$ cat src/rtl/class_search.sv
// rtl/class_search.sv - streaming arg-min over (distance, class) beats
// Holds the smallest distance of a frame and presents the winning class when the frame closes.
module class_search #(
  parameter int DW   = 32,
  parameter int CLSW = 16
) (
  input  logic            clk,
  input  logic            rst_n,
  input  logic            inValid,
  output logic            inReady,
  input  logic [DW-1:0]   inDist,
  input  logic [CLSW-1:0] inNum,
  input  logic            inLast,
  output logic            outValid,
  input  logic            outReady,
  output logic [DW-1:0]   outDist,
  output logic [CLSW-1:0] outNum,
  output logic [CLSW-1:0] outCount
);

  typedef enum logic [1:0] {IDLE, ACC, HOLD} state_t;

  state_t          state;
  logic [DW-1:0]   best_dist;
  logic [CLSW-1:0] best_num;
  logic [CLSW-1:0] count;

  // Best/count registers stay frozen through HOLD, so they drive the result directly.
  assign outDist  = best_dist;
  assign outNum   = best_num;
  assign outCount = count;

  always_ff @(posedge clk or negedge rst_n) begin
    if (!rst_n) begin
      state     <= IDLE;
      inReady   <= 1'b1;
      outValid  <= 1'b0;
      best_dist <= '0;
      best_num  <= '0;
      count     <= '0;
    end else begin
      case (state)
        IDLE: begin
          if (inValid) begin
            best_dist <= inDist;
            best_num  <= inNum;
            count     <= CLSW'(1);
            if (inLast) begin
              state    <= HOLD;
              inReady  <= 1'b0;
              outValid <= 1'b1;
            end else begin
              state <= ACC;
            end
          end
        end
        ACC: begin
          if (inValid) begin
            // Strict compare: on ties the earliest beat keeps the win.
            if (inDist < best_dist) begin
              best_dist <= inDist;
              best_num  <= inNum;
            end
            if (count != '1) begin
              count <= count + CLSW'(1);
            end
            if (inLast) begin
              state    <= HOLD;
              inReady  <= 1'b0;
              outValid <= 1'b1;
            end
          end
        end
        HOLD: begin
          if (outReady) begin
            state    <= IDLE;
            inReady  <= 1'b1;
            outValid <= 1'b0;
          end
        end
        default: begin
          state    <= IDLE;
          inReady  <= 1'b1;
          outValid <= 1'b0;
        end
      endcase
    end
  end

endmodule

$ cat config.mk
export PLATFORM = sky130hd
export DESIGN_NAME = class_search
export DESIGN_NICKNAME = d
export VERILOG_FILES = /design/src/rtl/class_search.sv
export SDC_FILE = /design/constraint.sdc
export NUM_CORES = 1
export LEC_CHECK = 0
export CAP_MARGIN = 15
export CORE_ASPECT_RATIO = 0.6
export CORE_MARGIN = 10
export CORE_UTILIZATION = 46
export DETAILED_ROUTE_END_ITERATION = 10
export PLACE_DENSITY = 0.8
export SYNTH_ARGS = -nofsm -noshare
export SYNTH_HDL_FRONTEND = slang
export SYNTH_SLANG_ARGS = --single-unit
$ cat constraint.sdc
create_clock -name clk -period 3.5 [get_ports clk]
set_input_delay 0.525 -clock clk [delete_from_list [all_inputs] [get_ports clk]]
set_output_delay 0.525 -clock clk [all_outputs]
set_load 0.005 [all_outputs]
==> impl_metrics.py <==
metrics = {
    "outcome": {
        "outcome": "finished clean",
    },
    "clock_tree": {
        "insertion_delay_ns": 0.34,
        "numCtsBuffers": 9,
        "cts.htree.levels": 3,
        "clk_pin_slew_ns": 0.05,
        "postCtsSetupRepairBufs": 0,
        "postCtsHoldBufs": 0,
        "cts_resized": 0,
        "root_buffer": "clkbuf_16",
        "cts_tree": "done",
        "numClockSinks": 68,
        "cts.path.max_buffers": 2,
    },
    "power_and_ir_drop": {
        "power_frac_clock_pct": 26.0,
        "power_leakage_nw": 2.41,
        "p_per_area_mw_per_mm2": 799,
        "p_int_mw": 2.99,
        "pwr-share-comb_pct": 42.1,
        "p_sw_share_pct": 29.3,
        "pwr-share-seq_pct": 31.9,
        "ir_drop_mv": 0.450,
        "power.switching_mw": 1.24,
    },
    "floorplanning": {
        "rows": 25,
        "core_area_mm2": 0.00779,
        "dieArea_mm2": 0.0120,
        "io_pins": 119,
        "die_w_um": 135,
        "initial_core_util_pct": 46.9,
        "dieHeight_um": 89.0,
    },
    "sta": {
        "hold_slack_ns": 0.200,
        "setup_violations": 0,
        "period_share_pct": 84.4,
        "drv_slew": 0,
        "hold_violations": 0,
        "rsz0062_at_grt": "no",
        "post-route-min-period_ns": 2.95,
        "max_clock_freq_ghz": 0.339,
        "worst_pin_slew_ns": 0.749,
        "fin_skew_ns": 0.00883,
        "slew_headroom_pct": 49.9,
        "fin_tns_setup_ns": 0,
    },
    "cells_and_area": {
        "syn_to_final_growth_pct": 45.4,
        "drive_gt1_share_pct": 16.2,
        "fin_cells": 559,
        "antenna_cells": 0,
        "postLayoutCoreUtil_pct": 68.1,
        "fillCellCount": 604,
        "nNetsFinal": 531,
    },
    "worst_setup_path": {
        "worstReg2RegStart": "outDist[13]$_DFFE_PN0P_",
        "crit_type": "input pin to register",
        "critPathTopFamily": "compound AO/OA/AOI/OAI gates",
        "rr_worst_depth": 9,
        "cp_cell_sequence": "clkdlybuf4s50_1 -> ha_1 -> a211oi_2 -> nor2_1 -> a2111o_1 -> a311o_1 -> a21oi_4 -> buf_4 -> mux2_2",
        "crit_fanout": 22,
        "cp-start-kind": "input pin",
        "cp-end-kind": "register",
        "cp.depth": 9,
        "worstPathArrival_ns": 3.17,
        "max_stage_delay_ns": 0.44,
        "critPathRequiredTime_ns": 3.71,
        "cpMaxStageDelayCell": "clkdlybuf4s50_1",
        "crit_end": "outNum[12]$_DFFE_PN0P_",
        "cp-startpoint": "inDist[13]",
        "rrSetupSlack_ns": 0.79,
        "r2r-end": "outNum[12]$_DFFE_PN0P_",
        "crit_buf_inv": 2,
    },
    "synth": {
        "synth_edf_count": 0,
        "synth-async-reset-ratio_pct": 100,
        "synth.net_count": 405,
        "synth_cells": 320,
        "ys_ff_latch": 68,
        "synth_cell_types": 38,
        "synth_area_mm2": 0.00365,
        "synth_area_per_cell_um2": 11.4,
        "yosysSeqAreaShare_pct": 46.6,
        "yosysWarningCount": 0,
        "ys.flop_type": "dfrtp_1",
    },
    "drt": {
        "avgViaCountPerCell": 5.06,
        "first_pass_iters": 5,
        "wl_per_cell_um": 17.1,
        "postRouteAntennaNets": 0,
        "drtIter0Drc": 105,
        "vias": 2828,
        "route.detailed.drc": 0,
        "drt_wl_total_mm": 9.57,
    },
    "job": {
        "drv_cap": 0,
    },
    "min_path": {
        "hp-class": "input pin to async pin",
    },
    "global_route": {
        "grt.overflow.total": 0,
        "track_usage_pct": 16.5,
        "antenna_found_initial": 0,
        "grt_pass1_wl_mm": 15.4,
        "grt_pass1_vias": 2912,
        "grt_start_max_net_pins": 27,
    },
    "placement": {
        "placed_cells": 543,
        "io_buffers": 118,
        "gp_congestion": 0.777,
        "dp_hpwl_mm": 7.29,
    },
}
==> cells in the final DEF (no fill, tap or decap), types with 3 or more instances in the layout <==
master and instances:
a21oi_1 18, nor2_1 15, nand3_1 11, clkbuf_16 9, ha_1 32, nand2_1 19, clkbuf_8 4, nand4_1 9
buf_4 3, o21ai_0 16, bufinv_16 3, xor2_1 5, or3_1 4, dfrtp_1 67, and3_1 5, mux2_4 20
nor3_1 7, clkdlybuf4s50_1 117, inv_1 34, mux2_2 29
==> final cells by class <==
type	count	area, µm²	area share [%]
inverter	34	128	2.40
multi-input combinational	211	1750	33.0
clock inverter	3	90.1	1.70
tap	108	135	2.55
sequential	68	1700	32.1
timing repair buffer	122	1220	23.0
clock buffer	13	280	5.28
==> synthesized netlist by cell type (all sizes together), types with 6 or more instances <==
master | number | area (µm²)
nand2 | 19 | 71.3
buf | 6 | 71.3
a21oi | 19 | 98.9
inv | 34 | 128
nand3 | 11 | 55.1
mux2 | 49 | 627
nor3 | 7 | 35.0
ha | 32 | 400
nor2 | 15 | 56.3
nand4 | 9 | 56.3
dfrtp | 67 | 1680
o21ai | 17 | 85.1
==> worst min-delay path by stage <==
stage / start / endpoint / slack (ns) / cells past startpoint
floorplan: rst_n / outCount[0]$_DFFE_PN0P_ / 0.23 / 0
global placement: outNum[1]$_DFFE_PN0P_ / outNum[1]$_DFFE_PN0P_ / 0.49 / 1
detailed placement: outNum[0]$_DFFE_PN0P_ / outNum[0]$_DFFE_PN0P_ / 0.49 / 1
CTS: rst_n / outDist[9]$_DFFE_PN0P_ / 0.22 / 1
global route: rst_n / outDist[8]$_DFFE_PN0P_ / 0.23 / 1
finish: rst_n / outDist[9]$_DFFE_PN0P_ / 0.20 / 1
==> logic make-up after synthesis <==
logic type | after synthesis | share of synthesized area [%]
AND/OR/NAND/NOR | 76 | 10.2
flip-flops | 68 | 46.6
multiplexers | 49 | 17.2
AO/OA/AOI/OAI | 47 | 7.75
buffers and inverters | 41 | 5.55
adder cells (fa/ha/maj) | 32 | 11.0
XOR/XNOR | 7 | 1.68
==> through the flow <==
step | instance area (µm²) | total power, mW | setup slack [ns]
floorplan | 3650 | 2.25 | 0.854
finish | 5310 | 4.24 | 0.547
detailed placement | 4940 | 3.15 | 0.211
global placement | 4940 | 3.08 | 0.262
CTS | 5310 | 4.29 | 0.553
global route | 5310 | 4.52 | 0.433
==> layer usage <==
| metal | wire [µm] | vias to the layer above | global-route usage [%] |
|---|---|---|---|
| met4 | 55 | 0 | 4.18 |
| met5 | 0 | - | 0 |
| li1 | - | 1392 | - |
| met3 | 732 | 10 | 7.46 |
| met2 | 4380 | 79 | 25.9 |
| met1 | 4400 | 1347 | 20.3 |
==> flip-flops by register name (all words and copies together) (netlist names) <==
signal / flops
state: 2
outNum: 16
outValid: 1
inReady: 1
outCount: 16
outDist: 32
==> power groups by stage <==
stage | Combinational (mW) | Clock, mW | Sequential, mW
CTS | 1.82 | 1.12 | 1.35
detailed placement | 1.80 | 0 | 1.36
global route | 1.95 | 1.17 | 1.41
floorplan | 0.913 | 0 | 1.34
finish | 1.79 | 1.10 | 1.35
global placement | 1.74 | 0 | 1.34
Note: power is estimated with default switching activity, not from simulation.
